===== src/rtl/lsu_mem_stage.sv =====
// Load/store stage: forwards ALU results to writeback in one cycle and turns
// loads/stores into a registered valid/ready request followed by a response.
module lsu_mem_stage (
   input  logic        clk,
   input  logic        rstn,
   input  logic        exu_valid,
   input  logic [63:0] exu_alu_result,
   input  logic [63:0] exu_gpr_data2,
   input  logic        exu_load_en,
   input  logic [2:0]  exu_load_opcode,
   input  logic        exu_store_en,
   input  logic [3:0]  exu_store_len,
   input  logic [4:0]  exu_index_rd,
   input  logic        exu_wb_en,
   output logic        lsu_stall,
   output logic        req_valid,
   input  logic        req_ready,
   output logic [63:0] req_addr,
   output logic        req_wen,
   output logic [63:0] req_wdata,
   output logic [7:0]  req_wstrb,
   input  logic        rsp_valid,
   input  logic [63:0] rsp_rdata,
   output logic        wb_valid,
   output logic [4:0]  wb_index_rd,
   output logic        wb_en,
   output logic [63:0] wb_data,
   output logic        lsu_misalign
);

   typedef enum logic [1:0] {IDLE, REQ, WAIT} state_t;

   state_t      state_q, state_d;
   logic [2:0]  off_q, off_d;
   logic        is_load_q, is_load_d;
   logic [2:0]  opcode_q, opcode_d;
   logic [4:0]  rd_q, rd_d;
   logic        cap_wb_en_q, cap_wb_en_d;

   logic        req_valid_q, req_valid_d;
   logic [63:0] req_addr_q, req_addr_d;
   logic        req_wen_q, req_wen_d;
   logic [63:0] req_wdata_q, req_wdata_d;
   logic [7:0]  req_wstrb_q, req_wstrb_d;
   logic        wb_valid_q, wb_valid_d;
   logic [4:0]  wb_rd_q, wb_rd_d;
   logic        wb_en_q, wb_en_d;
   logic [63:0] wb_data_q, wb_data_d;
   logic        misalign_q, misalign_d;

   logic        mem_op;
   logic [3:0]  size;
   logic [3:0]  size_mask;
   logic        misaligned;

   // Access size in bytes; undefined load opcodes and store lengths fall back to 8.
   function automatic logic [3:0] access_size(input logic       is_load,
                                              input logic [2:0] opcode,
                                              input logic [3:0] len);
      logic [3:0] s;
      if (is_load) begin
         case (opcode[1:0])
            2'b00:   s = 4'd1;
            2'b01:   s = 4'd2;
            2'b10:   s = 4'd4;
            default: s = 4'd8;
         endcase
      end else begin
         case (len)
            4'd1, 4'd2, 4'd4: s = len;
            default:          s = 4'd8;
         endcase
      end
      return s;
   endfunction

   function automatic logic [7:0] lane_strobe(input logic [3:0] sz, input logic [2:0] off);
      logic [15:0] m;
      m = ((16'd1 << sz) - 16'd1) << off;
      return m[7:0];
   endfunction

   function automatic logic [63:0] load_extract(input logic [63:0] rdata,
                                                input logic [2:0]  off,
                                                input logic [2:0]  opcode);
      logic [63:0] s;
      logic [63:0] r;
      s = rdata >> {off, 3'b000};
      case (opcode)
         3'b000:  r = {{56{s[7]}},  s[7:0]};
         3'b001:  r = {{48{s[15]}}, s[15:0]};
         3'b010:  r = {{32{s[31]}}, s[31:0]};
         3'b100:  r = {56'd0, s[7:0]};
         3'b101:  r = {48'd0, s[15:0]};
         3'b110:  r = {32'd0, s[31:0]};
         default: r = s;
      endcase
      return r;
   endfunction

   assign mem_op     = exu_load_en | exu_store_en;
   assign size       = access_size(exu_load_en, exu_load_opcode, exu_store_len);
   assign size_mask  = size - 4'd1;
   assign misaligned = |(exu_alu_result[2:0] & size_mask[2:0]);

   always_comb begin
      state_d     = state_q;
      off_d       = off_q;
      is_load_d   = is_load_q;
      opcode_d    = opcode_q;
      rd_d        = rd_q;
      cap_wb_en_d = cap_wb_en_q;
      req_valid_d = req_valid_q;
      req_addr_d  = req_addr_q;
      req_wen_d   = req_wen_q;
      req_wdata_d = req_wdata_q;
      req_wstrb_d = req_wstrb_q;
      wb_valid_d  = 1'b0;
      misalign_d  = 1'b0;
      wb_rd_d     = wb_rd_q;
      wb_en_d     = wb_en_q;
      wb_data_d   = wb_data_q;
      case (state_q)
         IDLE: begin
            if (exu_valid && !mem_op) begin
               wb_valid_d = 1'b1;
               wb_data_d  = exu_alu_result;
               wb_en_d    = exu_wb_en;
               wb_rd_d    = exu_index_rd;
            end else if (exu_valid) begin
               off_d       = exu_alu_result[2:0];
               is_load_d   = exu_load_en;
               opcode_d    = exu_load_opcode;
               rd_d        = exu_index_rd;
               cap_wb_en_d = exu_wb_en;
               if (misaligned) begin
                  // Faulting access completes immediately without touching the bus.
                  wb_valid_d = 1'b1;
                  misalign_d = 1'b1;
                  wb_en_d    = 1'b0;
                  wb_data_d  = 64'd0;
                  wb_rd_d    = exu_index_rd;
               end else begin
                  state_d     = REQ;
                  req_valid_d = 1'b1;
                  req_addr_d  = {exu_alu_result[63:3], 3'b000};
                  req_wen_d   = !exu_load_en;
                  req_wdata_d = exu_load_en ? 64'd0 : (exu_gpr_data2 << {exu_alu_result[2:0], 3'b000});
                  req_wstrb_d = exu_load_en ? 8'd0 : lane_strobe(size, exu_alu_result[2:0]);
               end
            end
         end
         REQ: begin
            if (req_ready) begin
               state_d     = WAIT;
               req_valid_d = 1'b0;
            end
         end
         WAIT: begin
            if (rsp_valid) begin
               state_d    = IDLE;
               wb_valid_d = 1'b1;
               wb_rd_d    = rd_q;
               wb_en_d    = is_load_q ? cap_wb_en_q : 1'b0;
               wb_data_d  = is_load_q ? load_extract(rsp_rdata, off_q, opcode_q) : 64'd0;
            end
         end
         default: state_d = IDLE;
      endcase
   end

   always_ff @(posedge clk or negedge rstn) begin
      if (!rstn) begin
         state_q     <= IDLE;
         off_q       <= 3'd0;
         is_load_q   <= 1'b0;
         opcode_q    <= 3'd0;
         rd_q        <= 5'd0;
         cap_wb_en_q <= 1'b0;
         req_valid_q <= 1'b0;
         req_addr_q  <= 64'd0;
         req_wen_q   <= 1'b0;
         req_wdata_q <= 64'd0;
         req_wstrb_q <= 8'd0;
         wb_valid_q  <= 1'b0;
         misalign_q  <= 1'b0;
         wb_rd_q     <= 5'd0;
         wb_en_q     <= 1'b0;
         wb_data_q   <= 64'd0;
      end else begin
         state_q     <= state_d;
         off_q       <= off_d;
         is_load_q   <= is_load_d;
         opcode_q    <= opcode_d;
         rd_q        <= rd_d;
         cap_wb_en_q <= cap_wb_en_d;
         req_valid_q <= req_valid_d;
         req_addr_q  <= req_addr_d;
         req_wen_q   <= req_wen_d;
         req_wdata_q <= req_wdata_d;
         req_wstrb_q <= req_wstrb_d;
         wb_valid_q  <= wb_valid_d;
         misalign_q  <= misalign_d;
         wb_rd_q     <= wb_rd_d;
         wb_en_q     <= wb_en_d;
         wb_data_q   <= wb_data_d;
      end
   end

   assign lsu_stall    = (state_q != IDLE);
   assign req_valid    = req_valid_q;
   assign req_addr     = req_addr_q;
   assign req_wen      = req_wen_q;
   assign req_wdata    = req_wdata_q;
   assign req_wstrb    = req_wstrb_q;
   assign wb_valid     = wb_valid_q;
   assign wb_index_rd  = wb_rd_q;
   assign wb_en        = wb_en_q;
   assign wb_data      = wb_data_q;
   assign lsu_misalign = misalign_q;

endmodule

===== config.mk =====
export PLATFORM = sky130hd
export DESIGN_NAME = lsu_mem_stage
export DESIGN_NICKNAME = d
export VERILOG_FILES = /design/src/rtl/lsu_mem_stage.sv
export SDC_FILE = /design/constraint.sdc
export NUM_CORES = 1
export LEC_CHECK = 0
export CORE_UTILIZATION = 30
export CTS_CLUSTER_DIAMETER = 30
export CTS_CLUSTER_SIZE = 30
export DETAILED_ROUTE_END_ITERATION = 8
export GPL_TIMING_DRIVEN = 0
export PLACE_DENSITY = 0.61
export SETUP_SLACK_MARGIN = 0.2
export SLEW_MARGIN = 25
export SYNTH_ARGS = -nofsm -noshare
export SYNTH_HDL_FRONTEND = slang
export SYNTH_SLANG_ARGS = --single-unit

===== constraint.sdc =====
create_clock -name clk -period 5.5 [get_ports clk]
set_input_delay 1.1 -clock clk [delete_from_list [all_inputs] [get_ports clk]]
set_output_delay 1.1 -clock clk [all_outputs]
set_load 0.005 [all_outputs]

### After elaboration in Yosys (flattened, before gate mapping)

Index checks and enable logic that the tools add are counted.

| cells by class | value |
|---|---|
| $lt $le $gt $ge | 0 |
| divide/modulo/power cells | 0 |
| equality and inequality tests | 19 |
| mux-type cells | 41 |
| multiply operators | 0 |
| shift-type cells | 4 |
| add/subtract/negate cells | 2 |
| reduce and logical (&&, ||, !) cells | 16 |
| bitwise logic cells | 4 |

Operators with widths:

| cell | number |
|---|---|
| 64-bit two-way mux | 6 |
| 64-bit one-hot mux with 6 select lines | 1 |
| 64-bit one-hot mux with 2 select lines | 1 |
| 64-bit by 6-bit << shifter with 64-bit output | 1 |
| 64-bit by 6-bit right shift with 64-bit output | 1 |
| 5-bit two-way mux | 4 |
| 1-bit by 4-bit << shifter with 16-bit output (first input constant) | 1 |
| 16-bit by 3-bit << shifter with 8-bit output | 1 |
| 16-bit by 1-bit subtractor with 16-bit output (second input constant) | 1 |
| 1-bit two-way mux | 15 |
| 4-bit one-hot mux with 3 select lines | 1 |
| 2-bit two-way mux | 5 |
| 2-bit inequality test (second input constant) | 5 |
| 5-bit one-hot mux with 2 select lines | 1 |
| 5-bit AND reduction | 2 |
| 3-bit == test (second input constant) | 3 |
| 4-bit two-way mux | 2 |
| 8-bit two-way mux | 1 |
| 4-bit AND reduction | 2 |
| 3-bit inequality test (second input constant) | 2 |
| 1-bit one-hot mux with 2 select lines | 3 |
| 2-bit one-hot mux with 3 select lines | 1 |
| 2-bit nonzero test | 3 |
| 3-bit OR reduction | 2 |
| other kinds (16) | 21 |

| word-level totals | value |
|---|---|
| bits in registers | 222 |
| memories kept | 0 |
| bits in writable memories | 0 |
| logic and storage cells | 102 |
| bits of input ports | 212 |
| bits in latches | 0 |
| output and inout bits | 211 |
| bits in read-only memories | 0 |

### Logic depth before layout (Yosys ltp)

| depth | value |
|---|---|
| depth in word-level cells | 11 |
| gate-level depth with buffers | 11 |

### Worst setup path before layout

No wires, ideal clock.

| timing | value |
|---|---|
| path type | input to register |
| start point | in exu_load_en |
| end point | reg req_wstrb_q[4] (netlist: req_wstrb[4]) |
| path buffers | 2 |
| library setup time | 0.065 ns |
| arrival time | 3.197 ns |
| setup slack | 2.239 ns |
| data required time | 5.435 ns |
| stages | 10 |
| cells stage by stage | clkbuf_1 nor4_1 a21oi_1 ha_1 clkbuf_1 mux2_2 o21ai_0 o21ai_0 a2111oi_0 a21o_1 |

| on the way | value |
|---|---|
| cells in the longest elaborated chain, start to end | 6 |
| elaborated cells on any way between the ends | 14 |

Ends and longest elaborated chain:

| item | RTL line | text |
|---|---|---|
| from (decl) | 9 | `input logic exu_load_en,` |
| branches (longest 6 deep; another with 16-bit by 1-bit subtractor with 16-bit output) | -- |  |
| to (signal assigned) | 201 | `req_wstrb_q <= req_wstrb_d;` |
| to (decl) | 44 | `logic [7:0] req_wstrb_q, req_wstrb_d;` |

Several ways; the timed one is not identified.
A chain may end at the register's enable or synchronous reset.

### Final worst setup path

Same ends and word-level chain as after synthesis.

==> impl_metrics.csv <==
group,metric,value,unit
run_status,outcome,"finished clean",
critical_path,critPathLaunchType,"input port",
critical_path,timing.rr.start,"state_q[1]$_DFFE_PN0P_",
grt,grt_usage,0.283,
clock_network,numCtsBuffers,58,
final_layout,layout_commonest_cell,"clkdlybuf4s50_1",
final_layout,fillers,3965,
die,design.core.area,42300,um^2
final_layout,design_area,20100,um^2
synth,yosysSeqAreaShare,0.428,
final_layout,seqCellArea,5560,um^2
clock_network,cts_buffer_depth,3,
power_and_ir_drop,cellPowerDensity,453,nW/um^2
route,vias_per_cell,5.52,
clock_network,clock-root-buffer,"clkbuf_16",
final_layout,final_cell_mix,"416 x clkdlybuf4s50_1, 222 x dfrtp_1, 183 x nand2_1, 107 x o21ai_0",
run,cap_violations,0,
die,num_io_pins,423,
die,initial_core_util,0.307,
critical_path,crit_path_top_delay_cell,"a2111oi_0",
sta,grt_setup_unrepaired,"no",
sta,min_period,4.21,ns
final_layout,fin_util,0.476,
clock_network,post_cts_resized,0,
critical_path,path_class,"input port to flop",
clock_network,clock_sinks,222,
synth,synth-edff-count,0,
critical_path,required,6.03,ns
place,port_buffers,417,
route,drt_iter0_drc,1190,
sta,finalCritPeriodShare,0.765,
route,dr_total_vias,13458,
route,wl_per_cell,26.0,um
critical_path,crit_path_max_fanout,10,
die,die_area,44100,um^2
synth,syn_area,13000,um^2
grt,grt-ovfl-total,0,
synth,ys_async_sr_fraction,1.00,
grt,grt_pass1_wl,91600,um
synth,ys.flop_type,"dfrtp_1",
synth,syn-mean-instance-area,9.78,um^2
synth,ys_seq_elements,222,
final_layout,nets,2022,
sta,relSlewSlack,0.230,
die,rows,75,
sta,tns,0,ns
route,drc,0,
clock_network,insertion_delay,0.59,ns
route,dr.pass1.iters,7,
critical_path,regToRegEndpoint,"wb_data[38]$_DFFE_PN0P_",
power_and_ir_drop,worst_ir_drop_vdd,0.000231,V
synth,yosysWarnings,0,
sta,hold_violations,0,
synth,synth_cells,1327,
die,fp.dieW,210,um
critical_path,cp.arrival,4.74,ns
grt,first_global_vias,13323,
clock_network,post_cts_buffers,0,
power_and_ir_drop,leakagePower,8.12,nW
critical_path,r2r_setup_slack,2.32,ns
route,wl,63400,um
sta,final-max-slew-violation-count,0,
critical_path,r2r_cells,7,
sta,setup_viol,0,
grt,grt_max_degree,90,
final_layout,drive_gt1_frac,0.150,
place,gp_congestion,0.974,
power_and_ir_drop,p_total,9.13,mW
clock_network,clk_pin_slew,0.04,ns
sta,worstMarginPinSlew,1.13,ns
route,antenna_left,0,
final_layout,multi_input_comb_area,6800,um^2
critical_path,worst_path_largest_cell_delay,1.02,ns
critical_path,end_kind,"flop",
critical_path,crit_chain,"clkdlybuf4s50_1 > clkbuf_1 > nor4_1 > a21oi_1 > ha_1 > clkbuf_1 > mux2_2 > o21ai_0 > o21ai_0 > a2111oi_0 > a21o_1",
sta,fin_skew,0.0172,ns
synth,yosysUniqueCellTypes,66,
grt,antenna_found_initial,10,
die,die_y,210,um
final_layout,area_delta_synth_final,55.1,%
critical_path,crit_buf_inv,3,
sta,fmax,238,MHz
clock_network,postCtsHoldBufs,0,
critical_path,critical_path.top_delay_family,"compound AO/OA/AOI/OAI gates",
place,placed_area,17900,um^2
place,dp.final_hpwl,49500,um
clock_network,htree_levels,2,
clock_network,cts_tree,"yes",
hold_path,hold_path_class,"input port to asynchronous set/reset pin",
[worst reg2reg max path, stage by stage, from the launching register on]
cell      delay (ns)
dfrtp_1         0.42
nor2b_1         0.15
buf_2           0.21
nor4b_1         0.87
clkbuf_1        0.50
clkbuf_1        0.57
a32oi_1         0.17
o21ai_0         0.19
[state kept, by name, summed over array words and instances (netlist names)]
register	cells
req_wdata	64
wb_data	64
req_addr	61
req_wstrb	8
rd_q	5
wb_index_rd	5
off_q	3
opcode_q	3
state_q	2
cap_wb_en_q	1
is_load_q	1
lsu_misalign	1
req_valid	1
req_wen	1
wb_en	1
wb_valid	1
[layer usage]
metal | global-route usage | wire (um)
met1 | 0.356 | 25500
met2 | 0.474 | 30100
met3 | 0.0687 | 5710
met4 | 0.0951 | 2070
met5 | 0 | 80
[report_power, final]
| group | switching, mW | leakage (nW) | internal [mW] |
|---|---|---|---|
| registers | 0.282 | 2.82 | 2.10 |
| logic | 1.46 | 4.27 | 1.53 |
| clock network | 1.06 | 1.04 | 2.70 |
| total | 2.80 | 8.12 | 6.33 |
[worst max-delay path by stage]
| stage | start | to | slack (ns) | cells past startpoint |
|---|---|---|---|---|
| finish | exu_load_en | req_wstrb[4]$_DFFE_PN0P_ | 1.29 | 11 |
| CTS | exu_load_en | req_wstrb[4]$_DFFE_PN0P_ | 1.42 | 11 |
| global placement | rstn | rd_q[1]$_DFFE_PN0P_ | -6.39 | 1 |
| detailed placement | exu_load_en | req_wstrb[4]$_DFFE_PN0P_ | 0.79 | 11 |
| floorplan | exu_load_en | req_wstrb[4]$_DFFE_PN0P_ | 2.24 | 10 |
| global route | exu_load_en | req_wstrb[4]$_DFFE_PN0P_ | 1.14 | 11 |
[metrics by stage]
stage                     hold slack [ns]  std cells  worst slack (ns)
final                               0.461       2436              1.29
after global routing                0.494       2432              1.14
after CTS                           0.465       2430              1.42
after detailed placement            0.467       2325             0.788
after global placement              0.462       2323             -6.39
after floorplan                     0.445       1329              2.24
[Yosys cell counts (21+ instances only)]
| cell | n | area (um^2) |
|---|---|---|
| a211oi_1 | 24 | 180 |
| a21oi_1 | 55 | 275 |
| a22oi_1 | 33 | 248 |
| a31oi_1 | 21 | 131 |
| a32oi_1 | 26 | 228 |
| buf_1 | 21 | 78.8 |
| buf_2 | 27 | 135 |
| clkbuf_1 | 69 | 259 |
| dfrtp_1 | 222 | 5560 |
| mux2_2 | 101 | 1140 |
| mux2i_1 | 98 | 981 |
| mux4_2 | 25 | 563 |
| nand2_1 | 183 | 687 |
| nor2_1 | 101 | 379 |
| nor2b_1 | 24 | 150 |
| o21ai_0 | 107 | 536 |
| o31ai_1 | 47 | 353 |
[cells by family after synthesis]
kind of cell / share of synthesized area
AO/OA/AOI/OAI: 0.190
AND/OR/NAND/NOR: 0.119
multiplexers: 0.211
flip-flops: 0.428
buffers and inverters: 0.0490
XOR/XNOR: 0.00202
other: 0.000579
adder cells (fa/ha/maj): 0.000964
[final cells by class]
class,count,area share
Antenna cell,5,0.000621
Timing Repair Buffer,420,0.211
Clock inverter,33,0.0298
Clock buffer,72,0.0777
Inverter,12,0.00224
Multi-Input combinational cell,966,0.338
Buffer,129,0.0293
Sequential cell,222,0.276
Tap cell,577,0.0359
(Power assumes the default switching activity.)
